[src/rtl/adder_client.sv]
// AXI-Stream client feeding operand packets into the adder's AXIS slave port.
// Local logic pushes {tlast, tdata} words into an operand FIFO. A single registered
// output stage drains the FIFO with full backpressure, one beat per cycle sustained.

`ifndef DATAW
`define DATAW 32
`endif
`ifndef AXIS_MAX_DATAW
`define AXIS_MAX_DATAW 64
`endif

module adder_client #(
  parameter int unsigned FIFO_DEPTH = 16,
  parameter int unsigned CNTW       = 16
) (
  input  logic                       clk,
  input  logic                       rst,

  // Local push interface
  input  logic [`DATAW-1:0]          client_tdata,
  input  logic                       client_tlast,
  input  logic                       client_valid,
  output logic                       client_ready,

  // AXIS master towards the adder
  output logic                       axis_client_tvalid,
  output logic                       axis_client_tlast,
  output logic [`AXIS_MAX_DATAW-1:0] axis_client_tdata,
  input  logic                       axis_client_tready,

  // Status
  output logic [CNTW-1:0]            words_sent,
  output logic [CNTW-1:0]            packets_sent,
  output logic                       busy
);

  localparam int unsigned DataW = `DATAW;
  localparam int unsigned AxisW = `AXIS_MAX_DATAW;
  localparam int unsigned PtrW  = (FIFO_DEPTH > 1) ? $clog2(FIFO_DEPTH) : 1;
  localparam int unsigned FillW = PtrW + 1;

  localparam logic [FillW-1:0] FillMax = FillW'(FIFO_DEPTH);
  localparam logic [FillW-1:0] FillOne = FillW'(1);
  localparam logic [PtrW-1:0]  PtrOne  = PtrW'(1);
  localparam logic [CNTW-1:0]  CntOne  = CNTW'(1);

  typedef enum logic [0:0] {
    StEmpty,
    StFull
  } state_e;

  typedef struct packed {
    logic             last;
    logic [DataW-1:0] data;
  } entry_t;

  // FIFO storage and bookkeeping
  entry_t           mem_q [FIFO_DEPTH];
  logic [PtrW-1:0]  wr_ptr_q, wr_ptr_d;
  logic [PtrW-1:0]  rd_ptr_q, rd_ptr_d;
  logic [FillW-1:0] fill_q, fill_d;

  // Output stage
  state_e           state_q, state_d;
  entry_t           out_q, out_d;

  // Counters and packet tracking
  logic [CNTW-1:0]  words_q, words_d;
  logic [CNTW-1:0]  pkts_q, pkts_d;
  logic             in_pkt_q, in_pkt_d;

  logic             push;
  logic             pop;
  logic             fifo_empty;
  logic             beat;

  // Ready comes only from registered fill, so a full FIFO refuses even when popping.
  assign client_ready = rst && (fill_q != FillMax);
  assign push         = client_valid && client_ready;
  assign fifo_empty   = (fill_q == '0);
  assign beat         = (state_q == StFull) && axis_client_tready;

  // Operand storage; contents are don't-care while empty, so no reset needed.
  always_ff @(posedge clk) begin
    if (push) begin
      mem_q[wr_ptr_q] <= '{last: client_tlast, data: client_tdata};
    end
  end

  // Output stage FSM: load a new head whenever the register is empty or being consumed.
  always_comb begin
    state_d = state_q;
    out_d   = out_q;
    pop     = 1'b0;
    unique case (state_q)
      StEmpty: begin
        if (!fifo_empty) begin
          out_d   = mem_q[rd_ptr_q];
          pop     = 1'b1;
          state_d = StFull;
        end
      end
      StFull: begin
        if (axis_client_tready) begin
          if (!fifo_empty) begin
            out_d = mem_q[rd_ptr_q];
            pop   = 1'b1;
          end else begin
            state_d = StEmpty;
          end
        end
      end
      default: state_d = StEmpty;
    endcase
  end

  // FIFO pointer and fill update; pointers wrap naturally as depth is a power of two.
  always_comb begin
    wr_ptr_d = wr_ptr_q;
    rd_ptr_d = rd_ptr_q;
    fill_d   = fill_q;
    if (push) begin
      wr_ptr_d = wr_ptr_q + PtrOne;
    end
    if (pop) begin
      rd_ptr_d = rd_ptr_q + PtrOne;
    end
    if (push && !pop) begin
      fill_d = fill_q + FillOne;
    end else if (!push && pop) begin
      fill_d = fill_q - FillOne;
    end
  end

  // Beat counters (free-running wrap) and in-packet tracking.
  always_comb begin
    words_d  = words_q;
    pkts_d   = pkts_q;
    in_pkt_d = in_pkt_q;
    if (beat) begin
      words_d  = words_q + CntOne;
      in_pkt_d = !out_q.last;
      if (out_q.last) begin
        pkts_d = pkts_q + CntOne;
      end
    end
  end

  // State registers; reset clears everything immediately, discarding queued words.
  always_ff @(posedge clk or negedge rst) begin
    if (!rst) begin
      wr_ptr_q <= '0;
      rd_ptr_q <= '0;
      fill_q   <= '0;
      state_q  <= StEmpty;
      out_q    <= '0;
      words_q  <= '0;
      pkts_q   <= '0;
      in_pkt_q <= 1'b0;
    end else begin
      wr_ptr_q <= wr_ptr_d;
      rd_ptr_q <= rd_ptr_d;
      fill_q   <= fill_d;
      state_q  <= state_d;
      out_q    <= out_d;
      words_q  <= words_d;
      pkts_q   <= pkts_d;
      in_pkt_q <= in_pkt_d;
    end
  end

  // AXIS outputs; operand is zero-extended into the wider bus.
  always_comb begin
    axis_client_tdata              = '0;
    axis_client_tdata[DataW-1:0]   = out_q.data;
    axis_client_tvalid             = (state_q == StFull);
    axis_client_tlast              = out_q.last;
  end

  assign words_sent   = words_q;
  assign packets_sent = pkts_q;
  assign busy         = in_pkt_q || axis_client_tvalid || !fifo_empty;

  // Keep the unused-width relationship explicit for readers of narrower configs.
  logic unused_axis_w;
  assign unused_axis_w = (AxisW >= DataW);

endmodule

[config.mk]
export PLATFORM = sky130hd
export DESIGN_NAME = adder_client
export DESIGN_NICKNAME = d
export VERILOG_FILES = /design/src/rtl/adder_client.sv
export SDC_FILE = /design/constraint.sdc
export NUM_CORES = 1
export LEC_CHECK = 0
export ABC_AREA = 1
export CAP_MARGIN = 20
export CORE_UTILIZATION = 55
export CTS_BUF_LIST = sky130_fd_sc_hd__clkbuf_4
export DETAILED_ROUTE_END_ITERATION = 10
export GPL_ROUTABILITY_DRIVEN = 0
export PLACE_DENSITY = 0.79
export SKIP_LAST_GASP = 1
export SLEW_MARGIN = 40
export SYNTH_ARGS = -nofsm -noshare
export SYNTH_HDL_FRONTEND = slang
export SYNTH_SLANG_ARGS = --single-unit
[constraint.sdc]
create_clock -name clk -period 8.56 [get_ports clk]
set_input_delay 1.712 -clock clk [delete_from_list [all_inputs] [get_ports clk]]
set_output_delay 1.712 -clock clk [all_outputs]
set_load 0.1 [all_outputs]
# [After elaboration in Yosys (flattened, before gate mapping)]
# Memories as Yosys holds them, arrays and structs flattened.
# Cells that the tools add are included.
[word_totals] regBits=80 latch_bits=0 ramBits=528 rom_bits=0 input_bits=37 output_inout_bits=100 word_cells=45 memories=1
[memory_table] memory="mem_q" words=16 word_bits=33 rd=1 rd_clocked_by_memory_dff=0 wr=1 line="58" source="entry_t mem_q [FIFO_DEPTH];"
[op_classes] addsub=6 mul=0 div=0 magnitude_cmp=0 n_eq_ne=2 n_shift=0 n_mux=12 n_bitwise=1 n_reduce_logical=14
[op_table] operator="33-bit two-way mux" n=2
[op_table] operator="33-bit one-hot mux with 2 select lines" n=1
[op_table] operator="16-bit by 1-bit adder with 16-bit output (second input constant)" n=2
[op_table] operator="5-bit two-way mux" n=2
[op_table] operator="4-bit by 1-bit adder with 4-bit output (second input constant)" n=2
[op_table] operator="5-bit by 1-bit adder with 5-bit output (second input constant)" n=1
[op_table] operator="1-bit logical AND" n=5
[op_table] operator="5-bit logical NOT" n=1
[op_table] operator="1-bit two-way mux" n=5
[op_table] operator="5-bit != test (second input constant)" n=1
[op_table] operator="5-bit by 1-bit subtractor with 5-bit output (second input constant)" n=1
[op_table] operator="1-bit logical NOT" n=4
[op_table] operator="1-bit one-hot mux with 2 select lines" n=2
[op_table] operator="1-bit logical OR" n=2
[op_table] operator="2-bit != test (second input constant)" n=1
[op_table] operator="2-bit AND reduction" n=1
[op_table] operator="2-bit nonzero test" n=1
[op_table] operator="1-bit inverter" n=1

# [Logic depth before layout (Yosys ltp)]
[depth] word_depth=7 ltp_mapped=13

# [Worst setup path before layout]
# Ideal clock, no wire load.
[synth_path] kind="input to output" start="in rst" end="out client_ready" t_arrival_ps=2337 setup_slack_ps=4511 cell_stages=2 path_buffers=0 path_cell_list="nand2_1 inv_1"
[synth_between] elab_chain_len=1
[synth_rtl] item="start: declaration" line="17" source="input logic rst,"
[synth_rtl] item="1-bit logical AND" line="78" source="assign client_ready = rst && (fill_q != FillMax);"
[synth_rtl] item="end: declaration" line="23" source="output logic client_ready,"
# No other way between the ends.

# [Worst setup path in the final report]
# Same ends and word-level chain as after synthesis.

==> metrics.txt <==
# TYPE chip_impl_metric gauge
chip_impl_metric{name="vdd_ir_drop_max",unit="V"} 0.000349
chip_impl_metric{name="die-height",unit="µm"} 216
chip_impl_metric{name="clock_tree.htree_level_count",unit=""} 4
chip_impl_metric{name="numPortBuffers",unit=""} 104
chip_impl_metric{name="drt_first_iter_violations",unit=""} 1682
chip_impl_metric{name="fillers",unit=""} 3391
chip_impl_metric{name="number_of_standard_cells_after_synthesis",unit=""} 2178
chip_impl_metric{name="track_usage",unit=""} 0.247
chip_impl_metric{name="layout.cells.non_filler",unit=""} 3060
chip_impl_info{name="cts_tree",value="yes"} 1
chip_impl_info{name="yosys.area.top_type",value="sky130_fd_sc_hd__edfxtp_1"} 1
chip_impl_metric{name="initial_core_utilization",unit=""} 0.556
chip_impl_metric{name="number_of_cells_upsized_or_downsized_after_cts",unit=""} 0
chip_impl_metric{name="final_max_slew_viol_count",unit=""} 0
chip_impl_info{name="synth_top_family_by_area",value="simple AND/OR/NAND/NOR gates"} 1
chip_impl_metric{name="finalWirelength",unit="µm"} 56600
chip_impl_metric{name="max_slew.worst_pin.slew",unit="ns"} 0.814
chip_impl_info{name="setup.worst_path.class",value="input pin to primary output"} 1
chip_impl_metric{name="fp.coreArea",unit="µm²"} 45300
chip_impl_metric{name="numClockSinks",unit=""} 608
chip_impl_metric{name="synth_enable_flop_cells",unit=""} 528
chip_impl_metric{name="antenna_violations_before_repair",unit=""} 1
chip_impl_metric{name="wire_per_inst",unit="µm"} 18.5
chip_impl_metric{name="max_stage_delay_on_crit_path",unit="ns"} 0.41
chip_impl_metric{name="arithmetic_cell_share_of_the_synthesized_area_counting_full_adders_half_adders_and_majority_gates",unit=""} 0.00626
chip_impl_metric{name="grt_pass1_vias",unit=""} 16798
chip_impl_metric{name="netlist_area",unit="µm²"} 25200
chip_impl_metric{name="die_width",unit="µm"} 216
chip_impl_info{name="synth_flop_cell",value="sky130_fd_sc_hd__edfxtp_1"} 1
chip_impl_metric{name="firstDrtPassIters",unit=""} 6
chip_impl_info{name="crit_path_top_delay_cell",value="sky130_fd_sc_hd__buf_2"} 1
chip_impl_info{name="netlist_top_cells_area",value="sky130_fd_sc_hd__edfxtp_1 63%, sky130_fd_sc_hd__nand2_1 13%, sky130_fd_sc_hd__nand3_1 8.1%, sky130_fd_sc_hd__dfrtp_1 8.0%, sky130_fd_sc_hd__buf_4 2.0%"} 1
chip_impl_metric{name="cts.reportedPaths.clkPinSlew",unit="ns"} 0.06
chip_impl_metric{name="post_synth_num_cell_types",unit=""} 40
chip_impl_metric{name="dpl.hpwl",unit="µm"} 29600
chip_impl_metric{name="rrSetupSlack",unit="ns"} 5.48
chip_impl_metric{name="hold_viol",unit=""} 0
chip_impl_metric{name="placed_cells",unit=""} 2793
chip_impl_metric{name="post_synth_and_or_nand_nor_area_fraction",unit=""} 0.221
chip_impl_metric{name="netlist.area_leader.share",unit=""} 0.630
chip_impl_info{name="setup_repair_after_global_routing_missed_its_margin",value="false"} 1
chip_impl_metric{name="detailroute.via_count",unit=""} 16753
chip_impl_metric{name="die_area",unit="µm²"} 46600
chip_impl_metric{name="worst-endpoint-arrival",unit="ns"} 2.74
chip_impl_metric{name="worst_slack",unit="ns"} 4.11
chip_impl_metric{name="reg2reg_depth",unit=""} 9
chip_impl_metric{name="grt_overflow",unit=""} 0
chip_impl_info{name="cp-start-kind",value="input pin"} 1
chip_impl_metric{name="clock_path_buffers",unit=""} 3
chip_impl_metric{name="drc",unit=""} 0
chip_impl_metric{name="async_flop_share",unit=""} 0.132
chip_impl_metric{name="postRouteAntennaNets",unit=""} 0
chip_impl_metric{name="final.period_utilization",unit=""} 0.520
chip_impl_metric{name="std_cell_rows",unit=""} 78
chip_impl_metric{name="clock_skew",unit="ns"} 0.0390
chip_impl_metric{name="post_synth_xor_area_fraction",unit=""} 0.0108
chip_impl_metric{name="max_clock_freq",unit="MHz"} 225
chip_impl_metric{name="report.final.setup_viol",unit=""} 0
chip_impl_metric{name="cts_hold_repair.buffers",unit=""} 0
chip_impl_info{name="worstHoldPathType",value="flip-flop to flip-flop"} 1
chip_impl_metric{name="p_leak",unit="nW"} 11.2
chip_impl_info{name="synthTopCellsByCount",value="858 x sky130_fd_sc_hd__nand2_1, 528 x sky130_fd_sc_hd__edfxtp_1, 407 x sky130_fd_sc_hd__nand3_1, 80 x sky130_fd_sc_hd__dfrtp_1, 67 x sky130_fd_sc_hd__buf_4"} 1
chip_impl_metric{name="power.density_cell_area",unit="nW/µm²"} 342
chip_impl_metric{name="finalCriticalPeriod",unit="ns"} 4.45
chip_impl_metric{name="placement.cell_area",unit="µm²"} 26000
chip_impl_metric{name="holdPathStages",unit=""} 2
chip_impl_metric{name="fin_tns_setup",unit="ns"} 0
chip_impl_metric{name="synthToLayoutAreaGrowth",unit="%"} 11.2
chip_impl_metric{name="max_slew_margin",unit=""} 0.458
chip_impl_metric{name="synth.ff_latch_count",unit=""} 608
chip_impl_metric{name="synth-compound-area-share",unit=""} 0.00308
chip_impl_metric{name="yosys-mux-area-fraction",unit=""} 0
chip_impl_metric{name="layout.nets",unit=""} 2393
chip_impl_metric{name="timing.max_cap.violations",unit=""} 0
chip_impl_metric{name="timing.critical_path.fanout_max",unit=""} 30
chip_impl_metric{name="grt_max_degree",unit=""} 188
chip_impl_metric{name="postCtsSetupRepairBufs",unit=""} 0
chip_impl_metric{name="detailedPlace.worstSlack",unit="ns"} 4.05
chip_impl_metric{name="tritoncts_buffer_count",unit=""} 147
chip_impl_metric{name="finalInstanceArea",unit="µm²"} 28000
chip_impl_info{name="root_buffer_cell",value="sky130_fd_sc_hd__clkbuf_4"} 1
chip_impl_metric{name="fraction_of_the_yosys_area_taken_by_sequential_cells",unit=""} 0.709
chip_impl_metric{name="drt-vias-per-instance",unit=""} 5.47
chip_impl_metric{name="top_level_ports",unit=""} 137
chip_impl_metric{name="required",unit="ns"} 6.85
chip_impl_info{name="cp_cell_sequence",value="buf_4 -> nand2_1 -> inv_1 -> buf_2"} 1
chip_impl_metric{name="post_route_cells_drive_above_1_share",unit=""} 0.150
chip_impl_info{name="run_status",value="completed"} 1
chip_impl_metric{name="clock_insertion_delay_worst_skew",unit="ns"} 0.86
chip_impl_metric{name="synthesis.yosys.warnings",unit=""} 0
chip_impl_metric{name="syn-mean-instance-area",unit="µm²"} 11.6
chip_impl_info{name="yosys.cell_count.top_type",value="sky130_fd_sc_hd__nand2_1"} 1
chip_impl_info{name="timing.critical_path.to_type",value="primary output"} 1
chip_impl_metric{name="first_pass_grt_wire_length",unit="µm"} 88900
==> worst max-delay path, delay by kind of cell <==
family | cells | cell delay [ns]
buf+inv | 3 | 0.87
simple gates | 1 | 0.13
==> per-layer routing <==
| metal | track usage | vias up | part of all wire |
|---|---|---|---|
| met2 | 0.414 | 844 | 0.50 |
| met3 | 0.0444 | 138 | 0.085 |
| met1 | 0.312 | 7966 | 0.39 |
| met5 | 0 | - | 0 |
| met4 | 0.117 | 0 | 0.032 |
| li1 | - | 7805 | - |
==> per-stage QoR <==
stage	hold WS [ns]	utilization	power, W
CTS	0.479	0.617	0.00959
global route	0.499	0.618	0.0101
detailed placement	0.461	0.575	0.00721
floorplan	0.481	-	0.00653
global placement	0.466	0.582	0.00719
finish	0.476	0.618	0.00957
==> power breakdown <==
part	internal, W	total, W	switching, W
Sequential	0.00349	0.00373	0.000238
Combinational	0.000827	0.00347	0.00265
Clock	0.00126	0.00237	0.00111
==> worst paths after layout <==
path                                 startpoint               endpoint
max in group asynchronous                   rst            rd_ptr_q[2]
hold reg to reg            axis_client_tdata[2]   axis_client_tdata[2]
setup reg to reg                    rd_ptr_q[1]  axis_client_tdata[27]
setup / recovery                            rst           client_ready
min in group asynchronous                   rst   axis_client_tdata[2]
hold / removal             axis_client_tdata[2]   axis_client_tdata[2]
==> layout make-up <==
| class | instances | area, µm² | area share |
|---|---|---|---|
| multi-input cells | 1409 | 6310 | 0.226 |
| inverters | 45 | 183 | 0.00653 |
| diodes | 1 | 2.50 | 0.0000894 |
| clock buffers | 219 | 1640 | 0.0587 |
| clock inverters | 45 | 262 | 0.00934 |
| well taps | 600 | 751 | 0.0268 |
| repair buffers | 133 | 968 | 0.0346 |
| flip-flops and latches | 608 | 17900 | 0.638 |
==> kinds of logic (layout without fill, tap and decap cells) <==
group / after synthesis / after routing
simple gates: 1320 / 1320
flops: 608 / 608
buf+inv: 192 / 442
xor+xnor: 31 / 31
compound gates: 14 / 14
fa+ha+maj: 12 / 12
other cells: 1 / 33
==> placed cells by master (no fill, tap or decap), types with 2 or more instances in the layout <==
cell                              netlist  final
sky130_fd_sc_hd__a21oi_1                7      7
sky130_fd_sc_hd__buf_12                 1      2
sky130_fd_sc_hd__buf_2                 36     68
sky130_fd_sc_hd__buf_4                 67     25
sky130_fd_sc_hd__buf_6                 25      2
sky130_fd_sc_hd__bufinv_16              0      3
sky130_fd_sc_hd__clkbuf_4               0    219
sky130_fd_sc_hd__clkdlybuf4s50_1        0     35
sky130_fd_sc_hd__clkinv_1               1     31
sky130_fd_sc_hd__clkinv_2               1      8
sky130_fd_sc_hd__clkinvlp_4             0      2
sky130_fd_sc_hd__conb_1                 1     32
sky130_fd_sc_hd__dfrtp_1               80     77
sky130_fd_sc_hd__dfrtp_4                0      3
sky130_fd_sc_hd__edfxtp_1             528    528
sky130_fd_sc_hd__ha_1                  11     11
sky130_fd_sc_hd__inv_1                 38     38
sky130_fd_sc_hd__inv_2                  4      6
sky130_fd_sc_hd__inv_6                  1      2
sky130_fd_sc_hd__nand2_1              858    858
sky130_fd_sc_hd__nand2_2                3      3
sky130_fd_sc_hd__nand3_1              407    407
sky130_fd_sc_hd__nand3b_1               2      2
sky130_fd_sc_hd__nand4_1                4      4
sky130_fd_sc_hd__nor2_1                32     16
sky130_fd_sc_hd__nor2_4                 4     20
sky130_fd_sc_hd__nor3_1                 2      2
sky130_fd_sc_hd__nor3b_1                2      2
sky130_fd_sc_hd__o21ai_0                3      3
sky130_fd_sc_hd__xnor2_1               10     10
sky130_fd_sc_hd__xor2_1                21     21
==> registers in the layout, indices dropped and copies added, names as in the netlist <==
| register | flops |
|---|---|
| fill_q | 5 |
| axis_client_tdata | 32 |
| in_pkt_q | 1 |
| words_sent | 16 |
| wr_ptr_q | 4 |
| mem_q | 528 |
| rd_ptr_q | 4 |
| packets_sent | 16 |
| axis_client_tlast | 1 |
| axis_client_tvalid | 1 |
No activity file was read; power rests on OpenSTA's default activity.
